--- src/rtl/aq_cp0_vsetvl_exec.sv ---
// vsetvl/vsetvli executor: decodes vtype, computes VLMAX and the new vl,
// returns it to the IU and holds the architectural vl/vtype registers.
module aq_cp0_vsetvl_exec #(
   parameter int unsigned VLEN = 128,
   parameter int unsigned ELEN = 64
) (
   input  logic        forever_cpuclk,
   input  logic        cpurst_b,
   input  logic        iui_special_vsetvl,
   input  logic [63:0] iui_special_vsetvl_rs1,
   input  logic [11:0] iui_special_vsetvl_rs2,
   input  logic        iui_special_rs1_x0,
   input  logic        iui_special_rd_x0,
   input  logic        rtu_yy_xx_flush,
   output logic        special_iui_vsetvl_busy,
   output logic        special_iui_vsetvl_cmplt,
   output logic [63:0] special_iui_vsetvl_wdata,
   output logic        special_regs_vstart_clr,
   output logic [63:0] cp0_vpu_vl,
   output logic [63:0] cp0_vpu_vtype
);

   localparam int unsigned ELEN_LOG2 = $clog2(ELEN);
   localparam logic [63:0] VTYPE_VILL = 64'h8000_0000_0000_0000;

   typedef enum logic [1:0] {
      IDLE = 2'd0,
      CALC = 2'd1,
      WB   = 2'd2
   } state_e;

   state_e      state_q, state_d;
   logic [63:0] rs1_q;
   logic [11:0] rs2_q;
   logic        rs1_x0_q, rd_x0_q;
   logic [63:0] res_vl_q, res_vl_d;
   logic [63:0] res_vtype_q, res_vtype_d;
   logic [63:0] vl_q, vtype_q;

   logic        load, calc_en, commit, cmplt;
   logic [1:0]  lmul_up, lmul_dn;
   logic [3:0]  div_sh;
   logic        vill;
   logic [63:0] vlmax;

   // FSM state register
   always_ff @(posedge forever_cpuclk) begin
      if (!cpurst_b) state_q <= IDLE;
      else           state_q <= state_d;
   end

   // FSM next state and control strobes
   always_comb begin
      state_d = state_q;
      load    = 1'b0;
      calc_en = 1'b0;
      cmplt   = 1'b0;
      unique case (state_q)
         IDLE: begin
            if (iui_special_vsetvl && !rtu_yy_xx_flush) begin
               load    = 1'b1;
               state_d = CALC;
            end
         end
         CALC: begin
            if (rtu_yy_xx_flush) begin
               state_d = IDLE;
            end else begin
               calc_en = 1'b1;
               state_d = WB;
            end
         end
         WB: begin
            cmplt   = !rtu_yy_xx_flush;
            state_d = IDLE;
         end
         default: state_d = IDLE;
      endcase
   end

   assign commit = cmplt;

   // vtype decode and VLMAX as VLEN * 2^lmul_up / (8 * 2^vsew * 2^lmul_dn)
   always_comb begin
      lmul_up = 2'd0;
      lmul_dn = 2'd0;
      case (rs2_q[2:0])
         3'b001:  lmul_up = 2'd1;
         3'b010:  lmul_up = 2'd2;
         3'b011:  lmul_up = 2'd3;
         3'b101:  lmul_dn = 2'd1;
         3'b110:  lmul_dn = 2'd2;
         3'b111:  lmul_dn = 2'd3;
         default: ;
      endcase
      // log2(SEW / LMUL) for fractional LMUL, log2(SEW) otherwise
      div_sh = 4'd3 + 4'(rs2_q[4:3]) + 4'(lmul_dn);
      vill   = (rs2_q[2:0] == 3'b100) || rs2_q[5] || (div_sh > 4'(ELEN_LOG2))
               || (|rs2_q[11:8]);
      vlmax  = (64'(VLEN) << lmul_up) >> div_sh;
   end

   // new vl / vtype selection
   always_comb begin
      res_vl_d    = 64'd0;
      res_vtype_d = VTYPE_VILL;
      if (!vill) begin
         res_vtype_d = {56'd0, rs2_q[7:0]};
         if (!rs1_x0_q)     res_vl_d = (rs1_q < vlmax) ? rs1_q : vlmax;
         else if (!rd_x0_q) res_vl_d = vlmax;
         else               res_vl_d = vl_q;
      end
   end

   // operand latch and result registers
   always_ff @(posedge forever_cpuclk) begin
      if (!cpurst_b) begin
         rs1_q       <= 64'd0;
         rs2_q       <= 12'd0;
         rs1_x0_q    <= 1'b0;
         rd_x0_q     <= 1'b0;
         res_vl_q    <= 64'd0;
         res_vtype_q <= VTYPE_VILL;
      end else begin
         if (load) begin
            rs1_q    <= iui_special_vsetvl_rs1;
            rs2_q    <= iui_special_vsetvl_rs2;
            rs1_x0_q <= iui_special_rs1_x0;
            rd_x0_q  <= iui_special_rd_x0;
         end
         if (calc_en) begin
            res_vl_q    <= res_vl_d;
            res_vtype_q <= res_vtype_d;
         end
      end
   end

   // architectural vl/vtype, updated only by a completing op
   always_ff @(posedge forever_cpuclk) begin
      if (!cpurst_b) begin
         vl_q    <= 64'd0;
         vtype_q <= VTYPE_VILL;
      end else if (commit) begin
         vl_q    <= res_vl_q;
         vtype_q <= res_vtype_q;
      end
   end

   assign special_iui_vsetvl_busy  = (state_q != IDLE);
   assign special_iui_vsetvl_cmplt = cmplt;
   assign special_iui_vsetvl_wdata = cmplt ? res_vl_q : 64'd0;
   assign special_regs_vstart_clr  = cmplt;
   assign cp0_vpu_vl               = vl_q;
   assign cp0_vpu_vtype            = vtype_q;

endmodule

--- config.mk ---
export PLATFORM = sky130hd
export DESIGN_NAME = aq_cp0_vsetvl_exec
export DESIGN_NICKNAME = d
export VERILOG_FILES = /design/src/rtl/aq_cp0_vsetvl_exec.sv
export SDC_FILE = /design/constraint.sdc
export NUM_CORES = 1
export LEC_CHECK = 0
export ABC_AREA = 1
export CORE_MARGIN = 2
export CORE_UTILIZATION = 25
export CTS_BUF_LIST = sky130_fd_sc_hd__clkbuf_4
export CTS_CLUSTER_DIAMETER = 150
export DETAILED_ROUTE_END_ITERATION = 8
export GPL_ROUTABILITY_DRIVEN = 0
export GPL_TIMING_DRIVEN = 1
export RECOVER_POWER = 25
export SLEW_MARGIN = 20
export SYNTH_ARGS = -nofsm -noshare
export SYNTH_HDL_FRONTEND = slang
export SYNTH_SLANG_ARGS = --single-unit
--- constraint.sdc ---
create_clock -name forever_cpuclk -period 8.6 [get_ports forever_cpuclk]
set_input_delay 1.72 -clock forever_cpuclk [delete_from_list [all_inputs] [get_ports forever_cpuclk]]
set_output_delay 1.72 -clock forever_cpuclk [all_outputs]
set_load 0.05 [all_outputs]
Word level (Yosys, flattened, before mapping)
Cells that the tools add are included.
W data, S select, Z words.
{"block": "op_classes", "magnitude_cmp": 2, "n_shift": 2, "n_mux": 16, "n_eq_ne": 10, "n_reduce_logical": 8, "add_sub_neg": 2}
{"op": "$mux W64", "count": 6}
{"op": "$lt A64 B64 Y1", "count": 1}
{"op": "$shl A8 B2 Y64 const A", "count": 1}
{"op": "$shr A64 B4 Y64", "count": 1}
{"op": "$eq A3 B3 Y1 const B", "count": 4}
{"op": "$pmux W2 S3", "count": 2}
{"op": "$eq A3 B2 Y1 const B", "count": 2}
{"op": "$mux W1", "count": 5}
{"op": "$add A3 B2 Y4", "count": 1}
{"op": "$gt A4 B3 Y1 const B", "count": 1}
{"op": "$mux W2", "count": 2}
{"op": "$pmux W2 S2", "count": 1}
{"op": "$reduce_or A4 Y1", "count": 1}
{"op": "$add A2 B2 Y3 const A", "count": 1}
{"op": "$eq A3 B1 Y1 const B", "count": 1}
{"op": "$logic_or A1 B1 Y1", "count": 3}
{"op": "$eq A2 B1 Y1 const B", "count": 1}
{"op": "$eq A2 B2 Y1 const B", "count": 1}
{"op": "$logic_not A2 Y1", "count": 1}
{"op": "$ne A2 B2 Y1 const B", "count": 1}
{"op": "$reduce_bool A2 Y1", "count": 1}
{"op": "$logic_and A1 B1 Y1", "count": 1}
{"op": "$logic_not A1 Y1", "count": 1}
{"block": "totals", "elab_cells": 49, "ff_bits": 336}

Longest topological paths before layout
{"block": "logic_depth", "depth_word": 8, "ltp_mapped": 25}

Worst setup path before layout
OpenSTA, ideal clock, no wires.
{"block": "synth_timing", "path_kind": "in2out", "from": "input port rtu_yy_xx_flush", "to": "output port special_regs_vstart_clr", "arrival_ns": 3.252, "path_slack_ns": 3.628, "stages": 4, "cell_sequence": "nor3_1 clkbuf_1 clkbuf_1 buf_4"}
{"block": "synth_via", "elab_chain_len": 2}
{"item": "from (decl)", "line_no": "14", "rtl": "input logic rtu_yy_xx_flush,"}
{"item": "$logic_not A1 Y1", "line_no": "74", "rtl": "cmplt = !rtu_yy_xx_flush;"}
{"item": "$mux W1", "line_no": "58", "rtl": "unique case (state_q)"}
{"item": "to (decl)", "line_no": "18", "rtl": "output logic special_regs_vstart_clr,"}
No other way between the ends.

Worst setup path in the final report
{"block": "layout_timing", "from": "input port rtu_yy_xx_flush", "to": "register rs1_q[0]"}
{"block": "layout_via", "elab_chain_len": 4}
{"item": "$logic_not A1 Y1", "line_no": "60", "rtl": "if (iui_special_vsetvl && !rtu_yy_xx_flush) begin"}
{"item": "$logic_and A1 B1 Y1", "line_no": "60"}
{"item": "$mux W1", "line_no": "60"}
{"item": "$mux W1", "line_no": "58"}
{"item": "to (signal assigned)", "line_no": "126", "rtl": "rs1_q <= iui_special_vsetvl_rs1;"}
{"item": "to (decl)", "line_no": "33", "rtl": "logic [63:0] rs1_q;"}
No other way between the ends.
A chain may end at the register's enable or synchronous reset.

==> out/results.tsv <==
stage	metric	value	unit
run_status	status	finished, violations left	
run_status	violations	capacitance limit, slew limit	
worst_setup_path	cp_cell_sequence	dlygate4sd3_1, nor3_4, clkbuf_1, clkinv_1, clkbuf_1, o21ai_0, a21oi_1	
worst_setup_path	crit_required	9.18	ns
cts	post_cts_resized	0	
cts	root_buffer	clkbuf_4	
floorplanning	num_rows	71	
synthesis	synth-seq-cells	226	
finish	ff_latch_area	4530	um2
routing	vias	9230	
worst_setup_path	end_kind	flop	
synthesis	synth_cell_types	32	
finish	final_util	33.9	%
synthesis	netlist_area	9610	um2
timing	hold_ws	0.462	ns
pwr	leakage	0.00537	uW
placement	dpl.hpwl	18700	um
finish	layout_common_cells	nand2_1, dfxtp_1, clkdlybuf4s50_1	
synthesis	synthCells	1312	
cts	cts_tree	built	
timing	fmax	153	MHz
job	maxCapViolCount	2	
routing	wl_per_cell	13.8	um
synthesis	yosys_warnings	0	
cts	cts_max_path_buffers	3	
finish	areaGrowthSynthToFinish	33.2	%
timing	fin_crit_sh	76.0	%
worst_setup_path	slowest_stage	clkbuf_1	
finish	fillers	4031	
worst_setup_path	cp_max_fo	96	
routing	drc	0	
worst_setup_path	cpPeakStageDelay	2.74	ns
routing	drt_iter0_markers	496	
finish	mostFrequentLayoutCell	nand2_1	
floorplanning	io_pins	277	
floorplanning	start_util	25.5	%
worst_setup_path	r2r_setup_slack	3.27	ns
routing	routed_wirelength	28700	um
floorplanning	die_w	200	um
timing	worst_slew_pin_slew	3.87	ns
hold_path	hold_class	reg2reg	
finish	nNetsFinal	1620	
placement	placed_cell_area	12000	um2
timing	setup_viol	0	
synthesis	syn_avg_cell_area	7.32	um2
finish	multi_input_area	4120	um2
worst_setup_path	critical_path_arrival	7.11	ns
global_routing	grt_pass1_wl	45900	um
cts	postCtsSetupRepairBufs	0	
timing	rsz0062_at_grt	false	
synthesis	yosysTopAreaCell	dfxtp_1	
timing	maxSlewViolCount	160	
finish	drive_above_1_share	8.93	%
floorplanning	coreArea	37800	um2
finish	fin_area	12800	um2
timing	slew_headroom	-158	%
timing	setup_tns	0	ns
cts	cts_max_level	3	
timing	hold_viol_final	0	
global_routing	grtUsageTotal	14.5	%
pwr	ir_worst_vdd	0.0871	mV
routing	ant_nets	0	
cts	clk_pin_slew	0.07	ns
pwr	power.density	185	nW/um2
global_routing	grt.overflow.total	0	
global_routing	antenna_found_initial	2	
floorplanning	die_h	200	um
routing	viasPerCell	4.44	
worst_setup_path	worst_setup_path_start_kind	input port	
worst_setup_path	criticalPathCategory	in2reg	
timing	period_minus_slack	6.53	ns
synthesis	synth_area_leaders	dfxtp_1, nand2_1, a21oi_1	
floorplanning	die-area	40000	um2
cts	clock-sinks	226	
cts	numCtsBuffers	69	
routing	first_pass_iters	5	
worst_setup_path	crit_top_cell	clkbuf_1	
placement	io_buffers	221	
cts	cts_hold_buf	0	
global_routing	grt_pass1_vias	9027	
synthesis	netlist.area_leader.share	47.1	%
timing	fin_skew	0.0216	ns
synthesis	synth_seq_area_share	47.1	%
global_routing	grt_max_degree	97	
cts	clock_latency	0.69	ns
[report_power, final]
group / switching (uW) / internal (uW) / leakage (uW)
combinational: 186 / 83.6 / 0.00304
sequential: 14.3 / 1070 / 0.00184
clock: 466 / 545 / 0.000499
[layout make-up]
cell class,instances,share of cell area (%)
clock inverters,17,0.713
multi-input cells,887,32.2
clock buffers,97,5.69
flip-flops and latches,226,35.4
repair buffers,232,17.8
well taps,511,4.99
inverters,108,3.19
diodes,2,0.0391
[sequential cells by signal (all words and copies together), names as in the netlist]
signal and flops:
cp0_vpu_vl 64, cp0_vpu_vtype 9, rd_x0_q 1, res_vl_q 64
res_vtype_q 9, rs1_q 64, rs1_x0_q 1, rs2_q 12
state_q 2
[per-stage QoR]
stage	setup slack (ns)	power, uW	cells
after global routing	1.46	2510	2080
after CTS	2.29	2420	2078
after floorplan	3.63	1320	1366
after global placement	2.29	1380	1964
after detailed placement	2.28	1380	1964
final	2.07	2370	2080
[worst max-delay path, delay by kind of cell]
kind | cells | cell delay [ns]
buffers and inverters | 4 | 4.35
and+or+nand+nor | 1 | 0.07
AOI/OAI and AO/OA | 2 | 0.89
[final timing paths]
| path | to | from | depth (start not counted) |
|---|---|---|---|
| max | rs1_q[0]$_SDFFE_PN0P_ | rtu_yy_xx_flush | 7 |
| min | res_vl_q[28]$_SDFFE_PN0P_ | res_vl_q[28]$_SDFFE_PN0P_ | 2 |
| max reg2reg | rs1_q[0]$_SDFFE_PN0P_ | state_q[0]$_SDFFE_PN0P_ | 8 |
| min reg2reg | res_vl_q[28]$_SDFFE_PN0P_ | res_vl_q[28]$_SDFFE_PN0P_ | 2 |
[Yosys cell counts]
library cell	number
nand4_1	58
nor2_1	157
buf_1	4
a21oi_1	157
a21oi_2	7
o22ai_1	1
nor3_2	2
o21ai_0	95
nor3b_1	1
nand2_2	5
dfxtp_1	226
nand2_1	271
clkinv_1	2
inv_1	101
buf_2	5
o211ai_1	3
a211oi_1	1
nand3_1	34
buf_6	1
clkbuf_1	78
conb_1	1
ha_1	14
nor4_1	10
o31ai_1	3
nor3_1	2
inv_2	5
buf_4	57
nand3_2	1
nor2_2	4
o2111ai_1	1
a32oi_1	2
o21ai_1	3
[routing by layer]
layer / vias up / GRT usage [%] / wire length, um
li1: 4629 / - / -
met1: 4213 / 17.2 / 12200
met2: 328 / 24.3 / 13700
met3: 60 / 4.00 / 1960
met4: 0 / 6.58 / 826
met5: - / 0 / 0
[kinds of logic after synthesis]
group	after synthesis	synth area share (%)
AO/OA/AOI/OAI	273	14.8
buffers and inverters	253	12.3
flip-flops	226	47.1
adder cells (fa/ha/maj)	14	1.82
other	1	0.0390
AND/OR/NAND/NOR	545	24.0
Power figures use the tool's default switching activity.
